[src/rtl/usb4_tx_pkg.sv]
// ============================================================================
// usb4_tx_pkg : shared constants and types for the USB4 transmit block path
// Rev 1.0
// ============================================================================
`default_nettype none

package usb4_tx_pkg;

  localparam logic [3:0] D_SEL_DATA      = 4'h8;
  localparam logic [1:0] HDR_DATA_DEF    = 2'b10;
  localparam logic [1:0] HDR_OS_DEF      = 2'b01;
  localparam int         BLOCK_W         = 66;
  localparam int         BYTES_PER_BLOCK = 8;
  localparam int         SCR_W           = 58;
  localparam int         SCR_TAP_A       = 38;
  localparam int         SCR_TAP_B       = 57;

  typedef enum logic {
    CLS_OS   = 1'b0,
    CLS_DATA = 1'b1
  } hdr_class_e;

  function automatic hdr_class_e class_of(input logic [3:0] d_sel);
    return (d_sel == D_SEL_DATA) ? CLS_DATA : CLS_OS;
  endfunction

endpackage

`default_nettype wire

[src/rtl/lane_scrambler.sv]
// ============================================================================
// lane_scrambler : per-lane self-synchronous x^58+x^39+1 byte scrambler
// Rev 1.0
// ============================================================================
`default_nettype none

module lane_scrambler
  import usb4_tx_pkg::*;
#(
  parameter logic [SCR_W-1:0] SEED = 58'h3FF_FFFF_FFFF_FFFF
) (
  input  logic       clk,
  input  logic       rst,
  input  logic [7:0] byte_i,
  input  logic       advance_i,
  input  logic       reinit_i,
  output logic [7:0] byte_o
);

  logic [SCR_W-1:0] state_q;
  logic [SCR_W-1:0] state_d;
  logic [SCR_W-1:0] steps;

  // Eight serial steps, LSB first; each output bit feeds the shift register.
  always_comb begin
    steps  = state_q;
    byte_o = 8'h00;
    for (int i = 0; i < 8; i++) begin
      byte_o[i] = byte_i[i] ^ steps[SCR_TAP_A] ^ steps[SCR_TAP_B];
      steps     = {steps[SCR_W-2:0], byte_o[i]};
    end
    state_d = state_q;
    if (reinit_i) begin
      state_d = SEED;
    end else if (advance_i) begin
      state_d = steps;
    end
  end

  always_ff @(posedge clk or negedge rst) begin
    if (!rst) begin
      state_q <= SEED;
    end else begin
      state_q <= state_d;
    end
  end

endmodule

`default_nettype wire

[src/rtl/lane_block_encoder.sv]
// ============================================================================
// lane_block_encoder : packs 8 bytes per lane into 66-bit sync-header blocks
// Optional payload scrambling when LANE_SCRAMBLER_EN is defined.   Rev 1.0
// ============================================================================
`default_nettype none

module lane_block_encoder
  import usb4_tx_pkg::*;
#(
  parameter logic [SCR_W-1:0] SEED     = 58'h3FF_FFFF_FFFF_FFFF,
  parameter logic [1:0]       HDR_DATA = HDR_DATA_DEF,
  parameter logic [1:0]       HDR_OS   = HDR_OS_DEF
) (
  input  logic               clk,
  input  logic               rst,
  input  logic               enable_enc,
  input  logic [3:0]         d_sel,
  input  logic [7:0]         lane_0_tx_in,
  input  logic [7:0]         lane_1_tx_in,
  output logic [BLOCK_W-1:0] lane_0_block,
  output logic [BLOCK_W-1:0] lane_1_block,
  output logic               block_valid,
  output logic               hdr_mismatch
);

  logic [2:0]                             byte_cnt_q, byte_cnt_d;
  hdr_class_e                             hdr_cls_q, hdr_cls_d;
  logic                                   sticky_q, sticky_d;
  logic [BYTES_PER_BLOCK-2:0][7:0]        pay0_q, pay0_d, pay1_q, pay1_d;
  logic [BLOCK_W-1:0]                     blk0_q, blk0_d, blk1_q, blk1_d;
  logic                                   valid_q, valid_d, mis_q, mis_d;
  logic [7:0]                             byte0, byte1;
  hdr_class_e                             cur_cls;
  logic [1:0]                             hdr;

`ifdef LANE_SCRAMBLER_EN
  lane_scrambler #(.SEED(SEED)) u_scr0 (
    .clk(clk), .rst(rst), .byte_i(lane_0_tx_in),
    .advance_i(enable_enc), .reinit_i(!enable_enc), .byte_o(byte0)
  );
  lane_scrambler #(.SEED(SEED)) u_scr1 (
    .clk(clk), .rst(rst), .byte_i(lane_1_tx_in),
    .advance_i(enable_enc), .reinit_i(!enable_enc), .byte_o(byte1)
  );
`else
  logic unused_seed;
  assign unused_seed = ^SEED;
  assign byte0       = lane_0_tx_in;
  assign byte1       = lane_1_tx_in;
`endif

  assign cur_cls = class_of(d_sel);
  assign hdr     = (hdr_cls_q == CLS_DATA) ? HDR_DATA : HDR_OS;

  always_comb begin
    byte_cnt_d = byte_cnt_q;
    hdr_cls_d  = hdr_cls_q;
    sticky_d   = sticky_q;
    pay0_d     = pay0_q;
    pay1_d     = pay1_q;
    blk0_d     = blk0_q;
    blk1_d     = blk1_q;
    valid_d    = 1'b0;
    mis_d      = 1'b0;
    if (!enable_enc) begin
      byte_cnt_d = 3'd0;
      sticky_d   = 1'b0;
    end else begin
      byte_cnt_d = byte_cnt_q + 3'd1;
      if (byte_cnt_q == 3'd7) begin
        // Last byte goes straight to the output; it never touches the slot store.
        blk0_d   = {byte0, pay0_q, hdr};
        blk1_d   = {byte1, pay1_q, hdr};
        valid_d  = 1'b1;
        mis_d    = sticky_q | (cur_cls != hdr_cls_q);
        sticky_d = 1'b0;
      end else begin
        pay0_d[byte_cnt_q] = byte0;
        pay1_d[byte_cnt_q] = byte1;
        if (byte_cnt_q == 3'd0) begin
          hdr_cls_d = cur_cls;
        end else begin
          sticky_d = sticky_q | (cur_cls != hdr_cls_q);
        end
      end
    end
  end

  always_ff @(posedge clk or negedge rst) begin
    if (!rst) begin
      byte_cnt_q <= 3'd0;
      hdr_cls_q  <= CLS_OS;
      sticky_q   <= 1'b0;
      pay0_q     <= '0;
      pay1_q     <= '0;
      blk0_q     <= '0;
      blk1_q     <= '0;
      valid_q    <= 1'b0;
      mis_q      <= 1'b0;
    end else begin
      byte_cnt_q <= byte_cnt_d;
      hdr_cls_q  <= hdr_cls_d;
      sticky_q   <= sticky_d;
      pay0_q     <= pay0_d;
      pay1_q     <= pay1_d;
      blk0_q     <= blk0_d;
      blk1_q     <= blk1_d;
      valid_q    <= valid_d;
      mis_q      <= mis_d;
    end
  end

  assign lane_0_block = blk0_q;
  assign lane_1_block = blk1_q;
  assign block_valid  = valid_q;
  assign hdr_mismatch = mis_q;

endmodule

`default_nettype wire

[config.mk]
export PLATFORM = sky130hd
export DESIGN_NAME = lane_block_encoder
export DESIGN_NICKNAME = d
export VERILOG_FILES = /design/src/rtl/usb4_tx_pkg.sv /design/src/rtl/lane_scrambler.sv /design/src/rtl/lane_block_encoder.sv
export SDC_FILE = /design/constraint.sdc
export NUM_CORES = 1
export LEC_CHECK = 0
export CAP_MARGIN = 20
export CORE_ASPECT_RATIO = 1.75
export CORE_MARGIN = 2
export CORE_UTILIZATION = 45
export DETAILED_ROUTE_END_ITERATION = 10
export GPL_TIMING_DRIVEN = 0
export PLACE_DENSITY_LB_ADDON = 0.12
export REMOVE_ABC_BUFFERS = 1
export SLEW_MARGIN = 20
export SYNTH_ARGS = -nofsm -noshare
export SYNTH_HDL_FRONTEND = slang
export SYNTH_SLANG_ARGS = --single-unit
[constraint.sdc]
create_clock -name clk -period 2.85 [get_ports clk]
set_input_delay 0.57 -clock clk [delete_from_list [all_inputs] [get_ports clk]]
set_output_delay 0.57 -clock clk [all_outputs]
set_load 0.005 [all_outputs]
==> run metrics, run 1 <==
crit path kind flip-flop to flip-flop; post-synth cell types 26; final worst-path cycle share 93.20%; CTS tree yes; worst endpoint required time 3.23 ns; FF+latch count, synth 249; maximum vdd drop about 0.00049 V; final setup vio count 0; Core ar. between 20,000 and 25,000 um2; Post-Syn Area between 9000 and 10,000 um2; Avg Inst Size Synth 17.10 um2; Initial DRC Count about 220; Final Cell Area between 10,000 and 15,000 um2; async set or reset register ratio after synthesis between 90% and 100%; Post-synth EDFFs 0; area share of the largest cell type after synthesis about 66%; row count 70; leading area contributor after synthesis dfrtp_1; Final GP Congestion 0.7103; Worst Path Arrival 3.04 ns; DR WL/cell 19.93 um; worst setup margin a little under 0.2 ns; Hold Vio Cnt, Final 0; Routed WL ~20,000 um; pwr dens just over 700 nW/um2; vias in the first global route approximately 5,700; CTS clk-pin slew, worst paths 0.06 ns; worst-skew pair later-pin latency ~0.51 ns; top cells by count, synth 249 x dfrtp_1, 241 x mux2_2, 15 x buf_2, 6 x buf_6; Sink Count 249; Root Buffer clkbuf_16; maximum number of pins on one net before global-route repair 106; first-pass GRT wire length 31,890 um; critical-path maximum fanout 46; DR DRC count 0; DR vias/cell ~5.2; HP Class flip-flop to flip-flop; Port Buffers 156; MaxCap Viol Count 0; share of cells above drive strength 1 between 40% and 50%; synth warn 0; antenna cells 0; DRT Pass-1 Iters 4; die height ~200 um; top post-synthesis cells by area dfrtp_1 66%, mux2_2 29%, buf_2 0.80%; # IOs 157; fill cell count 1,649; Slew Limit Fails 0; worst-margin pin slew around 0.81 ns; starting density of the core 45.51%; post-synthesis sequential area ratio 66.24%; via count 5,121; hpwl dp between 10,000 and 15,000 um; nets@finish 741; clk buf depth 3; Max-slew headroom a little under half; DIE AREA 22,120 um2; Max H-tree Level 1; GR Util All Layers 18.34%; total congestion overflow 0; top-count cell post-synth dfrtp_1; pre-CTS setup slack -0.4776 ns; RSZ-0062 raised after global routing no; dpl cell area 11,290 um2; Leak around 5.6 nW; most common flop cell mapped by yosys dfrtp_1; Startpoint Class flip-flop; fmax approximately 380 MHz; CTS Buf Count 23; status finished, final reports clean; die width 113.3 um; final core utilization 58.29%; initial antenna violation count 0; CP endpoint kind flip-flop; clk_skew about 0.014 ns; Post-Synthesis Cells 550; Area Overhead vs Synth 28.08%; Tmin final 2.656 ns; antenna-violating nets left 0
==> sequential cells by signal, summed over array words and instances, names as in the netlist <==
| name | flops |
|---|---|
| pay1_q | 56 |
| hdr_cls_q | 1 |
| block_valid | 1 |
| pay0_q | 56 |
| sticky_q | 1 |
| lane_1_block | 64 |
| byte_cnt_q | 3 |
| hdr_mismatch | 1 |
| lane_0_block | 66 |
==> report_power, final <==
part           switching [W]  internal [W]
registers           0.000301       0.00413
logic               0.000365      0.000705
clock network        0.00128       0.00169
==> through the flow <==
step | setup TNS (ns) | power, W | instances | hold WS (ns)
2_1_floorplan | -172.01 | 0.004994 | 524 | 0.2744
3_3_place_gp | -2532.28 | 0.005486 | 932 | 0.4652
3_5_place_dp | -18.82 | 0.005593 | 941 | 0.4744
4_1_cts | 0 | 0.008594 | 983 | 0.4892
5_1_grt | 0 | 0.008904 | 983 | 0.5123
6_report | 0 | 0.008476 | 983 | 0.4843
==> layer usage <==
| layer | track usage [%] | part of all wire [%] | wire length, um | up-vias |
|---|---|---|---|---|
| met3 | 3.414 | 4.4 | 859 | 23 |
| li1 | - | - | - | 2274 |
| met5 | 0 | 0 | 0 | - |
| met2 | 32.82 | 53 | 10460 | 117 |
| met4 | 4.607 | 1.6 | 308 | 0 |
| met1 | 22.79 | 41 | 7970 | 2707 |
==> worst paths after layout <==
check | startpoint | to | slack [ns] | depth (start not counted)
max in group asynchronous | rst | pay0_q[47] | 1.00 | 4
worst max-delay path | byte_cnt_q[1] | lane_0_block[23] | 0.19 | 7
min in group asynchronous | rst | lane_1_block[55] | 0.58 | 2
worst min-delay path | pay0_q[14] | pay0_q[14] | 0.48 | 1
worst min register to register | pay0_q[14] | pay0_q[14] | 0.48 | 1
worst max register to register | byte_cnt_q[1] | lane_0_block[23] | 0.19 | 7
==> placed cells by master, fill, tap and decap left out, drive strengths merged, types with 2 or more instances in the layout <==
master / count
dfrtp: 249
clkbuf: 32
clkdlybuf4s50: 155
nor3: 2
nand2: 4
inv: 5
and2: 2
nand2b: 2
mux2: 243
clkinvlp: 3
clkinv: 4
nor2: 6
buf: 10
ha: 3
==> critical path: stages, from the launching register on <==
cell,delay (ns)
dfrtp_1,0.50
ha_1,0.22
ha_2,0.34
nand2_8,0.27
buf_16,0.32
inv_6,0.22
buf_12,0.25
mux2_2,0.36
==> kinds of logic after synthesis <==
| logic type | after synthesis | synth area share, % |
|---|---|---|
| buffers and inverters | 30 | 2.075 |
| AO/OA/AOI/OAI | 2 | 0.1463 |
| adder cells (fa/ha/maj) | 3 | 0.3991 |
| AND/OR/NAND/NOR | 23 | 2.048 |
| flip-flops | 249 | 66.24 |
| multiplexers | 243 | 29.09 |
==> layout make-up <==
| class | count | area (um2) | share of cell area, % |
|---|---|---|---|
| flip-flops and latches | 249 | 6232 | 51.73 |
| multi-input cells | 271 | 3007 | 24.96 |
| repair buffers | 166 | 1743 | 14.47 |
| clock buffers | 32 | 649.4 | 5.390 |
| well taps | 252 | 315.3 | 2.617 |
| clock inverters | 9 | 81.33 | 0.6750 |
| inverters | 4 | 20.02 | 0.1662 |
==> repair_timing <==
item                                   4_1_cts  5_1_grt
hold buffers                                 1        0
setup buffers                                0        0
endpoints found under the hold margin       54        0
setup endpoints to repair                   50       30
gates resized for setup                      3        2
(Power assumes the default switching activity.)
==> run 2: changes to the inputs <==
--- a/config.mk
+++ b/config.mk
@@ -7,7 +7,6 @@
 export LEC_CHECK = 0
 export CAP_MARGIN = 20
 export CORE_ASPECT_RATIO = 1.75
-export CORE_MARGIN = 2
 export CORE_UTILIZATION = 45
 export DETAILED_ROUTE_END_ITERATION = 10
 export GPL_TIMING_DRIVEN = 0
@@ -16,4 +15,5 @@
 export SLEW_MARGIN = 20
 export SYNTH_ARGS = -nofsm -noshare
 export SYNTH_HDL_FRONTEND = slang
+export SYNTH_HIERARCHICAL = 1
 export SYNTH_SLANG_ARGS = --single-unit
==> run 2 against run 1 <==
  * The run now ends with design-rule violations left
  * Largest power group unchanged
  * Hold slack worse by 0.48 ns
  * Maximum frequency shrank 0.28%
  * Largest cell class unchanged
  * Critical path depth unchanged
  * Sequential cell count stayed put
==> run metrics, run 2 <==
# IOs 157; Max H-tree Level 1; critical-path maximum fanout 31; CP max stage cell dfrtp_1; most common library cell in the layout ignoring fill and taps dfrtp_1; Core ar. 20,370 um2; Post-Synthesis Cells between 500 and 600; DR DRC count 22; clk buf depth 3; antenna cells 0; Area Overhead vs Synth 27.72%; RSZ-0062 raised after global routing no; DR WL/cell roughly 20 um; initial antenna violation count 0; Final Power approximately 0.0084 W; DRT Pass-1 Iters 7; CTS clk-pin slew, worst paths 0.06 ns; CP Cell Sequence ha_1 > ha_1 > nand2_4 > buf_12 > clkinv_4 > buf_12 > mux2_2; Buf/Inv on CP 3; GR Util All Layers 18.71%; Avg Inst Size Synth 17.10 um2; Final GP Congestion a little over 0.7; post-synth cell types 26; Post-Syn Area 9407 um2; final setup vio count 0; Initial DRC Count 165; Startpoint Class flip-flop; die height 193.3 um; FF+latch count, synth 249; fill cell count 1,599; status finished with violations; area share of the largest cell type after synthesis 66.24%; DR vias/cell 5.208; maximum number of pins on one net before global-route repair 106; Tmin final 2.664 ns; maximum vdd drop 0.0005417 V; Max-slew headroom roughly 50%; vias in the first global route approximately 5,600; Slew Limit Fails 0; Port Buffers 156; nets@finish 741; clk_skew 0.01314 ns; number of cells on the worst reg-to-reg path 7; crit path kind flip-flop to flip-flop; CTS Buf Count 23; post-synthesis sequential area ratio 66.24%; CTS tree yes; HP Class input port to async pin; commonest cells after routing, fill and taps aside 248 x dfrtp_1, 241 x mux2_2, 155 x clkdlybuf4s50_1; async set or reset register ratio after synthesis 100.0%; FF-to-FF End lane_0_block[28]; antenna-violating nets left 0; Routed WL 19,370 um; pwr dens 698.8 nW/um2; Post-synth EDFFs 0; fmax ~380 MHz; Multi-input gate area ~3000 um2; most common flop cell mapped by yosys dfrtp_1; Sink Count about 250; worst-skew pair later-pin latency 0.51 ns; FF+latch area 6232 um2; Worst R2R Setup Slack 0.19 ns; Leak around 5.6 nW; Hold Vio Cnt, Final 0; failing checks design-rule violations; row count 69; CP endpoint kind flip-flop; top-count cell post-synth dfrtp_1; synth warn 6; critical path's largest stage delay 0.49 ns; Worst Path Arrival just over 3 ns; hpwl dp 12,760 um; final worst-path cycle share approximately 93%; total congestion overflow 0; family with the most delay on the worst path buffers and inverters; die width 111.3 um; share of cells above drive strength 1 roughly two fifths; top post-synthesis cells by area dfrtp_1 66%, mux2_2 29%, buf_2 0.80%; # hold bufs at CTS 0; starting density of the core 46.17%; final core utilization 58.97%; first-pass GRT wire length 31,290 um; max FFs per register 66; worst-margin pin slew 0.7388 ns; top cells by count, synth 249 x dfrtp_1, 241 x mux2_2, 15 x buf_2, 6 x buf_6; worst endpoint required time 3.24 ns; post-CTS setup buffers 0; via count between 5,000 and 6,000; origin of the critical flop-to-flop path byte_cnt_q[1]; leading area contributor after synthesis dfrtp_1; CTS-repair resized insts 2; MaxCap Viol Count 0; DIE AREA 21,510 um2; Root Buffer clkbuf_16
run 2: cell counts after synthesis:
Identical to the previous run, type by type.
run 2: worst max path at each step:
stage	slack, ns	to	depth (start not counted)	startpoint
CTS	0.14	lane_0_block[28]	7	byte_cnt_q[1]
global route	0.02	lane_0_block[20]	7	byte_cnt_q[1]
finish	0.19	lane_0_block[28]	7	byte_cnt_q[1]
detailed placement	-0.27	lane_0_block[57]	6	enable_enc
floorplan	-2.59	lane_0_block[10]	5	byte_cnt_q[0]
global placement	-8.51	lane_0_block[24]	1	rst
run 2: cells by family after synthesis:
family          share of synthesized area (%)
simple gates                            2.048
mux                                     29.09
fa+ha+maj                              0.3991
flops                                   66.24
compound gates                         0.1463
buf+inv                                 2.075
run 2: final cells by class:
| class | count | share of cell area, % |
|---|---|---|
| clock inverters | 12 | 0.6353 |
| flip-flops and latches | 249 | 51.87 |
| clock buffers | 29 | 5.311 |
| repair buffers | 166 | 14.50 |
| multi-input cells | 271 | 24.93 |
| inverters | 4 | 0.1666 |
| well taps | 248 | 2.583 |
run 2: routing by layer:
metal	up-vias	global-route usage [%]	wire, um
met2	124	33.59	10400
met5	-	0	0
li1	2279	-	-
met4	0	6.106	427
met3	31	3.885	962
met1	2665	22.19	7585
run 2: metrics by stage:
stage / instances / instance area [um2] / setup slack, ns / hold slack [ns] / TNS [ns]
after CTS: 979 / 12010 / 0.1433 / 0.01037 / 0
after detailed placement: 938 / 11290 / -0.2748 / 0.4880 / -8.799
after global placement: 928 / 11100 / -8.507 / 0.4670 / -2529.62
after floorplan: 524 / 9226 / -2.587 / 0.2744 / -172.01
after global routing: 979 / 12010 / 0.01599 / 0.03428 / 0
final: 979 / 12010 / 0.1865 / 0.005648 / 0
run 2: where the power goes:
part | total [W] | internal (W) | switching (W)
Clock | 0.00289 | 0.00159 | 0.00130
Sequential | 0.00443 | 0.00413 | 0.000298
Combinational | 0.00107 | 0.000706 | 0.000368
Total | 0.00840 | 0.00643 | 0.00196
==> run 3: changes to the inputs <==
--- a/config.mk
+++ b/config.mk
@@ -8,6 +8,7 @@
 export CAP_MARGIN = 20
 export CORE_ASPECT_RATIO = 1.75
 export CORE_UTILIZATION = 45
+export CTS_CLUSTER_DIAMETER = 150
 export DETAILED_ROUTE_END_ITERATION = 10
 export GPL_TIMING_DRIVEN = 0
 export PLACE_DENSITY_LB_ADDON = 0.12
==> results of run 3 <==
Final layout, timing and power as in run 2 (identical DEF).
